[config.mk]
export PLATFORM = sky130hd
export DESIGN_NAME = aes_uart_host
export DESIGN_NICKNAME = d
export VERILOG_FILES = /design/src/rtl/aes_uart_host.sv
export SDC_FILE = /design/constraint.sdc
export NUM_CORES = 1
export LEC_CHECK = 0
export ABC_CLOCK_PERIOD_IN_PS = 2400
export CAP_MARGIN = 20
export CORE_MARGIN = 2
export CORE_UTILIZATION = 50
export DETAILED_ROUTE_END_ITERATION = 10
export GPL_ROUTABILITY_DRIVEN = 0
export PLACE_DENSITY = 0.75
export SLEW_MARGIN = 20
export SYNTH_ARGS = -nofsm -noshare
export SYNTH_HDL_FRONTEND = slang
export SYNTH_SLANG_ARGS = --single-unit
[constraint.sdc]
create_clock -name clock -period 2.4 [get_ports clock]
set_clock_uncertainty 0.15 [all_clocks]
set_input_delay 0.48 -clock clock [delete_from_list [all_inputs] [get_ports clock]]
set_output_delay 0.48 -clock clock [all_outputs]
set_load 0.02 [all_outputs]
[src/rtl/aes_uart_host.sv]
`default_nettype none
// ============================================================================
// Module  : aes_uart_host
// Brief   : Sends a 16-byte block over a byte UART, then collects a 16-byte reply.
// Revision: 1.0  initial release
// ============================================================================
module aes_uart_host #(
  parameter int TIMEOUT_CYCLES = 1000000
) (
  input  logic         clock,
  input  logic         resetN,
  input  logic         start,
  input  logic [0:127] blockIn,
  output logic         ready,
  output logic [0:127] blockOut,
  output logic         done,
  output logic         timeout,
  output logic         txBegin,
  output logic [0:7]   din,
  input  logic         txBusy,
  input  logic         rxRdy,
  input  logic [0:7]   dout,
  output logic         rxRdyClr
);

  localparam int c_cntWidth = (TIMEOUT_CYCLES > 1) ? $clog2(TIMEOUT_CYCLES) : 1;
  localparam logic [c_cntWidth-1:0] c_cntLast = c_cntWidth'(TIMEOUT_CYCLES - 1);

  typedef enum logic [2:0] {
    IDLE     = 3'd0,
    TX_WAIT  = 3'd1,
    TX_START = 3'd2,
    TX_ACK   = 3'd3,
    RX_WAIT  = 3'd4,
    RX_CLR   = 3'd5,
    DONE     = 3'd6
  } state_t;

  state_t                r_state;
  logic [3:0]            r_index;
  logic [c_cntWidth-1:0] r_count;
  logic [0:127]          r_txReg;
  logic [0:127]          r_rxBuf;

  always_ff @(posedge clock or negedge resetN) begin
    if (!resetN) begin
      r_state  <= IDLE;
      r_index  <= '0;
      r_count  <= '0;
      r_txReg  <= '0;
      r_rxBuf  <= '0;
      ready    <= 1'b1;
      done     <= 1'b0;
      timeout  <= 1'b0;
      txBegin  <= 1'b0;
      rxRdyClr <= 1'b0;
      din      <= '0;
      blockOut <= '0;
    end else begin
      done    <= 1'b0;
      timeout <= 1'b0;
      txBegin <= 1'b0;
      case (r_state)
        IDLE: begin
          // Stray bytes are flushed here; a start takes precedence.
          rxRdyClr <= rxRdy & ~start;
          if (start) begin
            r_txReg <= blockIn;
            r_index <= '0;
            r_count <= '0;
            ready   <= 1'b0;
            r_state <= TX_WAIT;
          end
        end
        TX_WAIT: begin
          if (!txBusy) begin
            din     <= r_txReg[{r_index, 3'b000} +: 8];
            txBegin <= 1'b1;
            r_state <= TX_START;
          end
        end
        TX_START: begin
          r_count <= '0;
          r_state <= TX_ACK;
        end
        TX_ACK: begin
          if (txBusy) begin
            if (r_index == 4'd15) begin
              r_index <= '0;
              r_count <= '0;
              r_state <= RX_WAIT;
            end else begin
              r_index <= r_index + 4'd1;
              r_state <= TX_WAIT;
            end
          end else if (r_count == c_cntLast) begin
            timeout <= 1'b1;
            ready   <= 1'b1;
            r_index <= '0;
            r_count <= '0;
            r_state <= IDLE;
          end else begin
            r_count <= r_count + 1'b1;
          end
        end
        RX_WAIT: begin
          if (rxRdy) begin
            r_rxBuf[{r_index, 3'b000} +: 8] <= dout;
            rxRdyClr <= 1'b1;
            r_state  <= RX_CLR;
          end else if (r_count == c_cntLast) begin
            // Abandon the reply; blockOut keeps the previous good block.
            timeout <= 1'b1;
            ready   <= 1'b1;
            r_index <= '0;
            r_count <= '0;
            r_state <= IDLE;
          end else begin
            r_count <= r_count + 1'b1;
          end
        end
        RX_CLR: begin
          if (!rxRdy) begin
            rxRdyClr <= 1'b0;
            r_count  <= '0;
            if (r_index == 4'd15) begin
              r_state <= DONE;
            end else begin
              r_index <= r_index + 4'd1;
              r_state <= RX_WAIT;
            end
          end
        end
        DONE: begin
          blockOut <= r_rxBuf;
          done     <= 1'b1;
          ready    <= 1'b1;
          r_index  <= '0;
          r_state  <= IDLE;
        end
        default: begin
          ready   <= 1'b1;
          r_state <= IDLE;
        end
      endcase
    end
  end

endmodule
`default_nettype wire

==> results.tsv <==
stage	metric	value	unit
synth	post-synthesis adder-cell area fraction	0.499	%
sta	max_slew headroom	60.0	%
synth	post-synthesis sequential area ratio	60.4	%
clocking	CTS H-tree depth	2	
synth	syn_nets	1788	
sta	RSZ-0062 raised after global routing	no	
critical_path	Worst EP required	1770	ps
global_route	first-pass GRT wire length	70.0	mm
synth	synth cell count leaders	609 x nand2_1, 423 x dfrtp_1, 152 x o21ai_0	
floorplanning	Rows	68	
clocking	clk slew on worst S/H paths	60	ps
place	Final HPWL DP	31.2	mm
critical_path	Worst Path Arrival	1690	ps
route	Pre-Repair DR Iteration Count	5	
floorplanning	Die Wd	191	µm
clocking	worst skew pair latency	540	ps
critical_path	slowest stage delay, CP	630	ps
route	Detail Route Antenna Nets	0	
critical_path	Critical Path Stages	1	
synth	Simple-Gate Fraction of Synth Area	16.8	%
critical_path	Reg2Reg Depth	5	
critical_path	Crit-path slowest cell	clkdlybuf4s50_1	
synth	count leader, synth	nand2_1	
global_route	largest net degree at the start of global routing	82	
sta	period utilization	96.6	%
flow_run	Max-Cap Viols	0	
route	Detailed Route WL	43.6	mm
route	DRC	0	
route	Via Count	13057	
synth	complex-gate fraction of the synthesized area	6.76	%
pwr	Leak Pwr	10.4	nW
cells_and_area	fin cells	2435	
floorplanning	starting density of the core	50.8	%
critical_path	critical path cell sequence	clkdlybuf4s50_1	
synth	multiplexer area fraction after synthesis	12.8	%
synth	Main synth FF type	dfrtp_1	
place	IO Port Bufs	281	
synth	top-area cell type share of the netlist area	60.3	%
critical_path	Top Family by Delay on Critical Path	buffers and inverters	
synth	YS warnings	0	
synth	Cells after Synth	1640	
synth	Synth area leaders	dfrtp_1 60%, nand2_1 13%, mux2_2 8.3%, o21ai_0 4.3%, mux4_2 4.1%	
route	Routed WL per cell	17.9	µm
route	vias per cell	5.36	
synth	Netlist Area Pre-Place	17600	µm²
cells_and_area	Final #Nets	2099	
synth	Avg Synthesized Cell Area	10.7	µm²
cells_and_area	layout cells sized above 1	15.5	%
cells_and_area	fill count	2688	
critical_path	CP max FO	2	
pwr	Tot Pwr	20.5	mW
global_route	initial antenna violation count	1	
floorplanning	io pins	282	
synth	Synth async-reset ratio	100	%
global_route	gr usage total	24.3	%
sta	worst slew pin tran	598	ps
synth	largest family of logic cells by synthesized area	simple AND/OR/NAND/NOR gates	
synth	largest area contributor in the netlist	dfrtp_1	
route	DR iter-0 viols	702	
synth	XOR/XNOR Fraction of Synth Area	0	%
synth	flops & latches, synth	424	
cells_and_area	n_diodes	0	
sta	Peak Freq	431	MHz
clocking	Clock Sinks	424	
clocking	CTS tree	done	
critical_path	CP Buf/Inv Count	1	
sta	final hold viol count	0	
sta	Min Clock Period, post-route	2320	ps
pwr	Power Density	902	nW/µm²
hold_path	Hold Path Class	in -> async	
clocking	Clock Tree Root	clkbuf_16	
sta	Fin Setup TNS	0	ps
clocking	post-CTS setup buffers	0	
sta	Setup Viol. Count Final	0	
synth	post-synthesis cell type count	58	
cells_and_area	Area growth, synth to finish	29.4	%
global_route	grt ovf	0	
clocking	CTS max path bufs	3	
clocking	TritonCTS Buffers	43	
floorplanning	Core Box Area	34500	µm²
synth	Post-synth EDFFs	0	
global_route	vias in the first global route	13183	
sta	Slew Limit Fails	0	
critical_path	crit end category	output port	
floorplanning	die height	191	µm
outcome	status	finished, final reports clean	
critical_path	critical path startpoint category	register	
critical_path	CP Class	reg -> out	
place	Placed Instances	2360	
pwr	peak supply drop	686	µV
floorplanning	die area	36600	µm²
## worst paths after layout
check / startpoint / endpoint / slack [ps]
worst max-delay path: ready / ready / 80
min in group clock: r_rxBuf[76] / blockOut[76] / 320
worst min-delay path: resetN / r_rxBuf[85] / 310
worst min register to register: r_rxBuf[76] / blockOut[76] / 320
max in group asynchronous: resetN / r_txReg[67] / 1060
worst max register to register: r_state[1] / r_txReg[52] / 160
## repair_timing
| action | in CTS | in global routing |
|---|---|---|
| gates resized for setup | 0 | 0 |
| endpoints found under the hold margin | 43 | 0 |
| hold buffers | 1 | 0 |
## layer usage
metal | share of wire [%] | vias to the layer above | GRT usage [%]
met4 | 3.0 | 2 | 7.66
li1 | - | 6160 | -
met3 | 7.7 | 89 | 6.08
met2 | 48 | 421 | 40.1
met1 | 41 | 6385 | 31.5
met5 | 0.030 | - | 0
## cell type report
class                      instances  area [µm²]  share of cell area, %
tap                              455         569                   2.50
sequential                       424       10600                   46.7
clock inverter                     8        82.6                  0.363
timing repair buffer             355        3640                   16.0
multi-input combinational       1106        6490                   28.5
inverter                          21        81.3                  0.358
clock buffer                      66        1250                   5.52
## power by group
part	leakage (nW)	switching [mW]	internal, mW	total [mW]
Combinational	4.11	2.29	2.77	5.06
Clock	0.652	2.67	3.70	6.36
Sequential	5.63	0.673	8.39	9.07
Total	10.4	5.63	14.9	20.5
## flip-flops by register name (all words and copies together) (netlist names)
name / flops
ready: 1
timeout: 1
done: 1
r_count: 20
rxRdyClr: 1
r_txReg: 128
r_index: 4
txBegin: 1
din: 8
blockOut: 128
r_state: 3
r_rxBuf: 128
## logic make-up (layout without fill, tap and decap cells)
group | after synthesis | after routing
compound gates | 210 | 210
fa+ha+maj | 7 | 7
buf+inv | 110 | 450
flops | 424 | 424
mux | 169 | 169
simple gates | 720 | 720
## cell usage in the layout (no fill, tap or decap), types with 5 or more instances in the layout
cell type        Yosys  routed
clkdlybuf4s50_1      0     280
mux2_2             129     129
nor2b_1              5       5
or4_1               12      12
mux4_2              32      32
a221o_1              8       8
mux2i_1              8       8
nor2_1              19      19
ha_1                 7       7
nor3_1              15      15
a21oi_1             18      18
inv_1               20      19
nand3_1             14      14
o21ai_0            152     152
clkbuf_1            60      15
dfrtp_1            423     421
nand2_1            609     609
buf_12               0      21
buf_4                0      52
and2_1               6       5
clkbuf_8             0       7
nand4_1             14      14
clkbuf_16            0      44
## through the flow
| step | cell area [µm²] | util [%] | hold WS (ps) | setup WS [ps] |
|---|---|---|---|---|
| after CTS | 22700 | 65.8 | 315 | 41.3 |
| after global routing | 22700 | 65.8 | 334 | 7.00 |
| final | 22700 | 65.8 | 314 | 81.8 |
| after detailed placement | 21400 | 61.9 | 296 | -37.6 |
| after global placement | 21400 | 61.9 | 295 | 17.4 |
| after floorplan | 17600 | - | 34.4 | 221 |
(Power assumes the default switching activity.)
